==> config.mk <==
export PLATFORM = sky130hd
export DESIGN_NAME = ap_ctrl_driver
export DESIGN_NICKNAME = d
export VERILOG_FILES = /design/src/rtl/ap_ctrl_driver.sv
export SDC_FILE = /design/constraint.sdc
export NUM_CORES = 1
export LEC_CHECK = 0
export BUFFER_PORTS_ARGS = -buffer_cell sky130_fd_sc_hd__clkbuf_2
export CAP_MARGIN = 10
export CORE_ASPECT_RATIO = 0.8
export CORE_UTILIZATION = 42
export CTS_CLUSTER_DIAMETER = 60
export DETAILED_ROUTE_END_ITERATION = 8
export GPL_TIMING_DRIVEN = 0
export PLACE_DENSITY = 0.68
export SYNTH_ARGS = -nofsm -noshare
export SYNTH_HDL_FRONTEND = slang
export SYNTH_SLANG_ARGS = --single-unit
==> constraint.sdc <==
create_clock -name ap_clk -period 5.6 [get_ports ap_clk]
set_input_delay 0.28 -clock ap_clk [delete_from_list [all_inputs] [get_ports ap_clk]]
set_output_delay 0.28 -clock ap_clk [all_outputs]
set_load 0.01 [all_outputs]
==> src/rtl/ap_ctrl_driver.sv <==
// Initiator for the HLS ap_start/ap_ready/ap_done/ap_continue handshake.
// Issues a programmed number of invocations and gathers latency/stall statistics.
`timescale 1ns/1ps
module ap_ctrl_driver #(
  parameter int NUM_W = 16,
  parameter int CNT_W = 32,
  parameter int CHAIN = 0
) (
  input  logic             ap_clk,
  input  logic             ap_rst_n,
  input  logic             cmd_start,
  input  logic [NUM_W-1:0] cmd_num,
  input  logic [7:0]       cmd_gap,
  input  logic             cmd_abort,
  output logic             cmd_busy,
  output logic             cmd_done,
  output logic             kern_ap_start,
  input  logic             kern_ap_ready,
  input  logic             kern_ap_done,
  output logic             kern_ap_continue,
  input  logic             sink_ready,
  output logic [NUM_W-1:0] txn_count,
  output logic [CNT_W-1:0] lat_last,
  output logic [CNT_W-1:0] lat_max,
  output logic [CNT_W-1:0] stall_cycles,
  output logic [CNT_W-1:0] total_cycles
);

  typedef enum logic [1:0] {S_IDLE, S_ISSUE, S_WAIT, S_GAP} state_t;

  typedef struct packed {
    logic [NUM_W-1:0] txn;
    logic [CNT_W-1:0] lat_last;
    logic [CNT_W-1:0] lat_max;
    logic [CNT_W-1:0] stall;
    logic [CNT_W-1:0] total;
  } stats_t;

  state_t           state_q, state_d;
  logic [NUM_W-1:0] num_q, num_d;
  logic [7:0]       gap_q, gap_d;
  logic [7:0]       gcnt_q, gcnt_d;
  logic [CNT_W-1:0] lat_cnt_q, lat_cnt_d;
  stats_t           st_q, st_d;
  logic             done_q, done_d;

  logic             cont;
  logic             complete;
  logic [NUM_W-1:0] txn_inc;
  logic [CNT_W-1:0] lat_now;

  function automatic logic [CNT_W-1:0] sat_inc(input logic [CNT_W-1:0] v);
    return (&v) ? v : v + CNT_W'(1);
  endfunction

  // ap_continue only gates completion while an invocation is actually in flight.
  always_comb begin
    if (CHAIN != 0) cont = sink_ready && (state_q == S_ISSUE || state_q == S_WAIT);
    else            cont = 1'b1;
  end

  always_comb begin
    state_d   = state_q;
    num_d     = num_q;
    gap_d     = gap_q;
    gcnt_d    = gcnt_q;
    lat_cnt_d = lat_cnt_q;
    st_d      = st_q;
    done_d    = 1'b0;
    complete  = 1'b0;
    txn_inc   = st_q.txn + NUM_W'(1);
    lat_now   = sat_inc(lat_cnt_q);

    case (state_q)
      S_IDLE: begin
        if (cmd_start) begin
          num_d     = cmd_num;
          gap_d     = cmd_gap;
          st_d      = '0;
          lat_cnt_d = '0;
          if (cmd_num == '0) done_d  = 1'b1;
          else               state_d = S_ISSUE;
        end
      end
      S_ISSUE: begin
        if (!kern_ap_ready) st_d.stall = sat_inc(st_q.stall);
        else if (kern_ap_done && cont) complete = 1'b1;
        else state_d = S_WAIT;
      end
      S_WAIT: begin
        if (kern_ap_done && cont) complete = 1'b1;
      end
      S_GAP: begin
        if (cmd_abort) begin
          state_d = S_IDLE;
          done_d  = 1'b1;
        end else if (gcnt_q <= 8'd1) begin
          state_d = S_ISSUE;
        end else begin
          gcnt_d = gcnt_q - 8'd1;
        end
      end
      default: state_d = S_IDLE;
    endcase

    if (state_q != S_IDLE) st_d.total = sat_inc(st_q.total);

    // Latency counter spans ISSUE+WAIT and is rearmed at each completion.
    if (state_q == S_ISSUE || state_q == S_WAIT) begin
      if (complete) begin
        st_d.txn      = txn_inc;
        st_d.lat_last = lat_now;
        if (lat_now > st_q.lat_max) st_d.lat_max = lat_now;
        lat_cnt_d = '0;
        if (txn_inc == num_q || cmd_abort) begin
          state_d = S_IDLE;
          done_d  = 1'b1;
        end else if (gap_q == 8'd0) begin
          state_d = S_ISSUE;
        end else begin
          state_d = S_GAP;
          gcnt_d  = gap_q;
        end
      end else begin
        lat_cnt_d = lat_now;
      end
    end
  end

  always_ff @(posedge ap_clk or negedge ap_rst_n) begin
    if (!ap_rst_n) begin
      state_q   <= S_IDLE;
      num_q     <= '0;
      gap_q     <= '0;
      gcnt_q    <= '0;
      lat_cnt_q <= '0;
      st_q      <= '0;
      done_q    <= 1'b0;
    end else begin
      state_q   <= state_d;
      num_q     <= num_d;
      gap_q     <= gap_d;
      gcnt_q    <= gcnt_d;
      lat_cnt_q <= lat_cnt_d;
      st_q      <= st_d;
      done_q    <= done_d;
    end
  end

  assign cmd_busy         = (state_q != S_IDLE);
  assign cmd_done         = done_q;
  assign kern_ap_start    = (state_q == S_ISSUE);
  assign kern_ap_continue = cont;
  assign txn_count        = st_q.txn;
  assign lat_last         = st_q.lat_last;
  assign lat_max          = st_q.lat_max;
  assign stall_cycles     = st_q.stall;
  assign total_cycles     = st_q.total;

endmodule

==> impl_metrics.json <==
{
  "synth.top_cell.area_share_pct": 45.6,
  "grt_start_max_net_pins": 108,
  "p_comb_share_pct": 30.8,
  "crit_fanout": 10,
  "antennaDiodeCount": 0,
  "drv_cap": 0,
  "timing.final.ws_setup_ns": 0.432,
  "vias": 10200,
  "seq_power_share_pct": 37.7,
  "die_w_microns": 188,
  "grt_pass1_wl_mm": 50.3,
  "critPathRequiredTime_ns": 6.04,
  "avgViaCountPerCell": 5.48,
  "wl_per_cell_microns": 17.0,
  "multi_input_area_sq_um": 5730,
  "slew_headroom_pct": 38.2,
  "outcome": "finished clean",
  "vdd_drop_max_mv": 0.215,
  "worstSetupStartpointType": "register",
  "cts.sinks": 211,
  "p_per_area_nw_per_um2": 362,
  "yosysTopAreaCell": "dfrtp_1",
  "final-seq-area_sq_um": 5280,
  "fin_crit_sh_pct": 92.3,
  "fin_setup_tns_ns": 0,
  "synth_edf_count": 0,
  "cts_root_buf": "clkbuf_16",
  "cts.htree.levels": 1,
  "path_cells": "clkbuf_1 -> nand4_1 -> or3_1 -> nor2_1 -> nand2_1 -> clkbuf_1 -> nand3_1 -> xor2_1 -> inv_1 -> ha_1 -> a21o_1 -> a21o_1 -> a211o_1 -> o211ai_1 -> a31oi_1 -> o31ai_2 -> clkbuf_2 -> mux2i_1",
  "ys.flop_type": "dfrtp_1",
  "clkSlewWorstSetupHoldPaths_ns": 0.06,
  "fp.dieH_microns": 151,
  "grt_overflow": 0,
  "cp-end-kind": "register",
  "finalCriticalPeriod_ns": 5.17,
  "critical_path.slowest_cell": "o31ai_2",
  "grt_pass1_vias": 9301,
  "synth_seq_cells": 211,
  "fmax_ghz": 0.193,
  "clock_skew_ns": 0.00732,
  "dp.cells": 1800,
  "whs_ns": 0.0139,
  "drc": 0,
  "crit_type": "reg -> reg",
  "die-area_sq_um": 28300,
  "slowest_delay_ns": 0.57,
  "slew_viol_final": 0,
  "synth_area_sq_um": 11600,
  "power_uw": 5020,
  "insertion_delay_ns": 0.52,
  "finalSetupViolations": 0,
  "syn-instance-count": 1266,
  "initial_utilization_pct": 43.5,
  "drive_gt1_share_pct": 18.3,
  "post_synth.cell_area_avg_sq_um": 9.15,
  "dr.max_layer_used": "met4",
  "nFillCells": 2470,
  "cts_tree": "built",
  "ys_seq_area_share_pct": 45.6,
  "crit_family": "compound AO/OA/AOI/OAI gates",
  "layout.cells.non_filler": 1855,
  "clock_path_buffers": 3,
  "yosysWarningCount": 0,
  "rows": 53,
  "nets": 1556,
  "finalHoldViolations": 0,
  "rsz0062_at_grt": "false",
  "synth_cell_types": 68,
  "power.share.clock_pct": 31.5,
  "area_growth_syn_to_layout_pct": 19.7,
  "port_buffers": 176,
  "synth_nets": 1341,
  "p_int_uw": 3180,
  "post-place-ws_ns": -0.0185,
  "drt_iter0_drc": 768,
  "place.gp.congestion": 0.878,
  "cp.arrival_ns": 5.61,
  "p_sw_uw": 1850,
  "coreArea_sq_um": 26700,
  "hold_class": "in -> reg",
  "worst_pin_slew_ns": 0.927,
  "cts_buffers": 25,
  "wl_met1_mm": 15.2,
  "ys_async_sr_fraction_pct": 100,
  "routed_wl_mm": 31.6,
  "final_antenna_net_count": 0,
  "p_leak_uw": 0.00664,
  "p_sw_share_pct": 36.7,
  "wl_met3_mm": 1.58,
  "dpl.hpwl_mm": 23.2,
  "met2_length_mm": 14.3,
  "ios": 179,
  "synthTopCellsByArea": "dfrtp_1 46%, o21ai_0 5.8%, nand2_1 5.2%, ha_1 4.8%, mux2i_1 3.7%",
  "antenna_found_initial": 0,
  "critPathBufInv": 4,
  "dr.pass1.iters": 5,
  "grt_usage_pct": 22.1
}
[worst paths after layout]
kind	start	endpoint	slack (ns)	cells after the start
worst max-delay path	lat_cnt_q[12]	lat_max[20]	0.43	18
worst min-delay path	cmd_num[11]	num_q[11]	0.01	2
worst max register to register	lat_cnt_q[12]	lat_max[20]	0.43	18
worst min register to register	lat_last[15]	lat_last[15]	0.50	2
max in group asynchronous	ap_rst_n	lat_cnt_q[31]	4.18	3
min in group asynchronous	ap_rst_n	txn_count[10]	0.39	2
[Yosys cell counts, drive strengths merged (13+ instances only)]
| cell | n |
|---|---|
| nand3 | 83 |
| and2 | 13 |
| xnor2 | 47 |
| mux2i | 43 |
| a21oi | 29 |
| and3 | 18 |
| mux2 | 25 |
| nor2 | 67 |
| clkbuf | 48 |
| nand4 | 31 |
| xor2 | 21 |
| o21ai | 136 |
| dfrtp | 211 |
| inv | 85 |
| buf | 14 |
| nor4 | 16 |
| o31ai | 28 |
| nand2 | 162 |
| ha | 44 |
| nor3 | 32 |
[placed cells by master (no fill, tap or decap), drive strengths merged, types with 32 or more instances in the layout]
| cell | n |
|---|---|
| nand2 | 162 |
| xnor2 | 47 |
| nor2 | 67 |
| dfrtp | 211 |
| nand3 | 83 |
| o21ai | 136 |
| inv | 85 |
| ha | 44 |
| clkbuf | 257 |
| mux2i | 43 |
| nor3 | 32 |
[what timing repair did]
action	CTS	global route
setup buffers	0	0
pin swaps	0	0
endpoints found under the hold margin	116	0
hold buffers	11	0
gates resized for setup	1	7
gates cloned	0	0
setup endpoints to repair	10	30
[worst register-to-register path: cells and delay by family, from the launching register on]
family / cells / cell delay (ns)
xor gates and xnor gates: 1 / 0.33
AOI/OAI and AO/OA: 6 / 1.48
DFF: 1 / 0.32
adders and majority gates: 1 / 0.31
and+or+nand+nor: 5 / 1.31
buffers and inverters: 4 / 1.10
muxes: 1 / 0.24
[layout make-up]
type                            count  share of cell area [%]
Buffer                             62                    1.93
Clock buffer                       33                    5.16
Clock inverter                     11                   0.622
Inverter                           86                    2.33
Multi-Input combinational cell    907                    41.3
Sequential cell                   211                    38.1
Tap cell                          357                    3.22
Timing Repair Buffer              188                    7.40
[layer usage]
layer / track usage, % / vias to the layer above
met1: 32.8 / 4932
met5: 0 / -
met4: 4.39 / 0
li1: - / 4901
met3: 2.82 / 42
met2: 34.6 / 293
[sequential cells by signal (all words and copies together) (netlist names)]
signal        count
state_q           2
num_q            16
stall_cycles     32
lat_last         32
cmd_done          1
txn_count        16
lat_cnt_q        32
total_cycles     32
gap_q             8
lat_max          32
gcnt_q            8
[power by group through the flow]
| stage | clock (uW) | combinational [uW] | sequential, uW |
|---|---|---|---|
| floorplan | 0 | 1030 | 1880 |
| global placement | 0 | 1500 | 1910 |
| detailed placement | 0 | 1530 | 1910 |
| CTS | 1610 | 1550 | 1890 |
| global route | 1680 | 1700 | 1920 |
| finish | 1580 | 1550 | 1890 |
[metrics by stage]
| step | util (%) | area, sq um |
|---|---|---|
| finish | 52.0 | 13900 |
| global route | 52.0 | 13900 |
| detailed placement | 48.6 | 13000 |
| CTS | 52.0 | 13900 |
| floorplan | - | 11600 |
| global placement | 48.5 | 12900 |
[kinds of logic after synthesis]
kind of cell	share of synthesized area, %
compound gates	13.9
xor+xnor	5.14
fa+ha+maj	4.75
buf+inv	5.06
flops	45.6
mux	6.18
other cells	0.0324
simple gates	19.4
No activity file was read; power rests on OpenSTA's default activity.
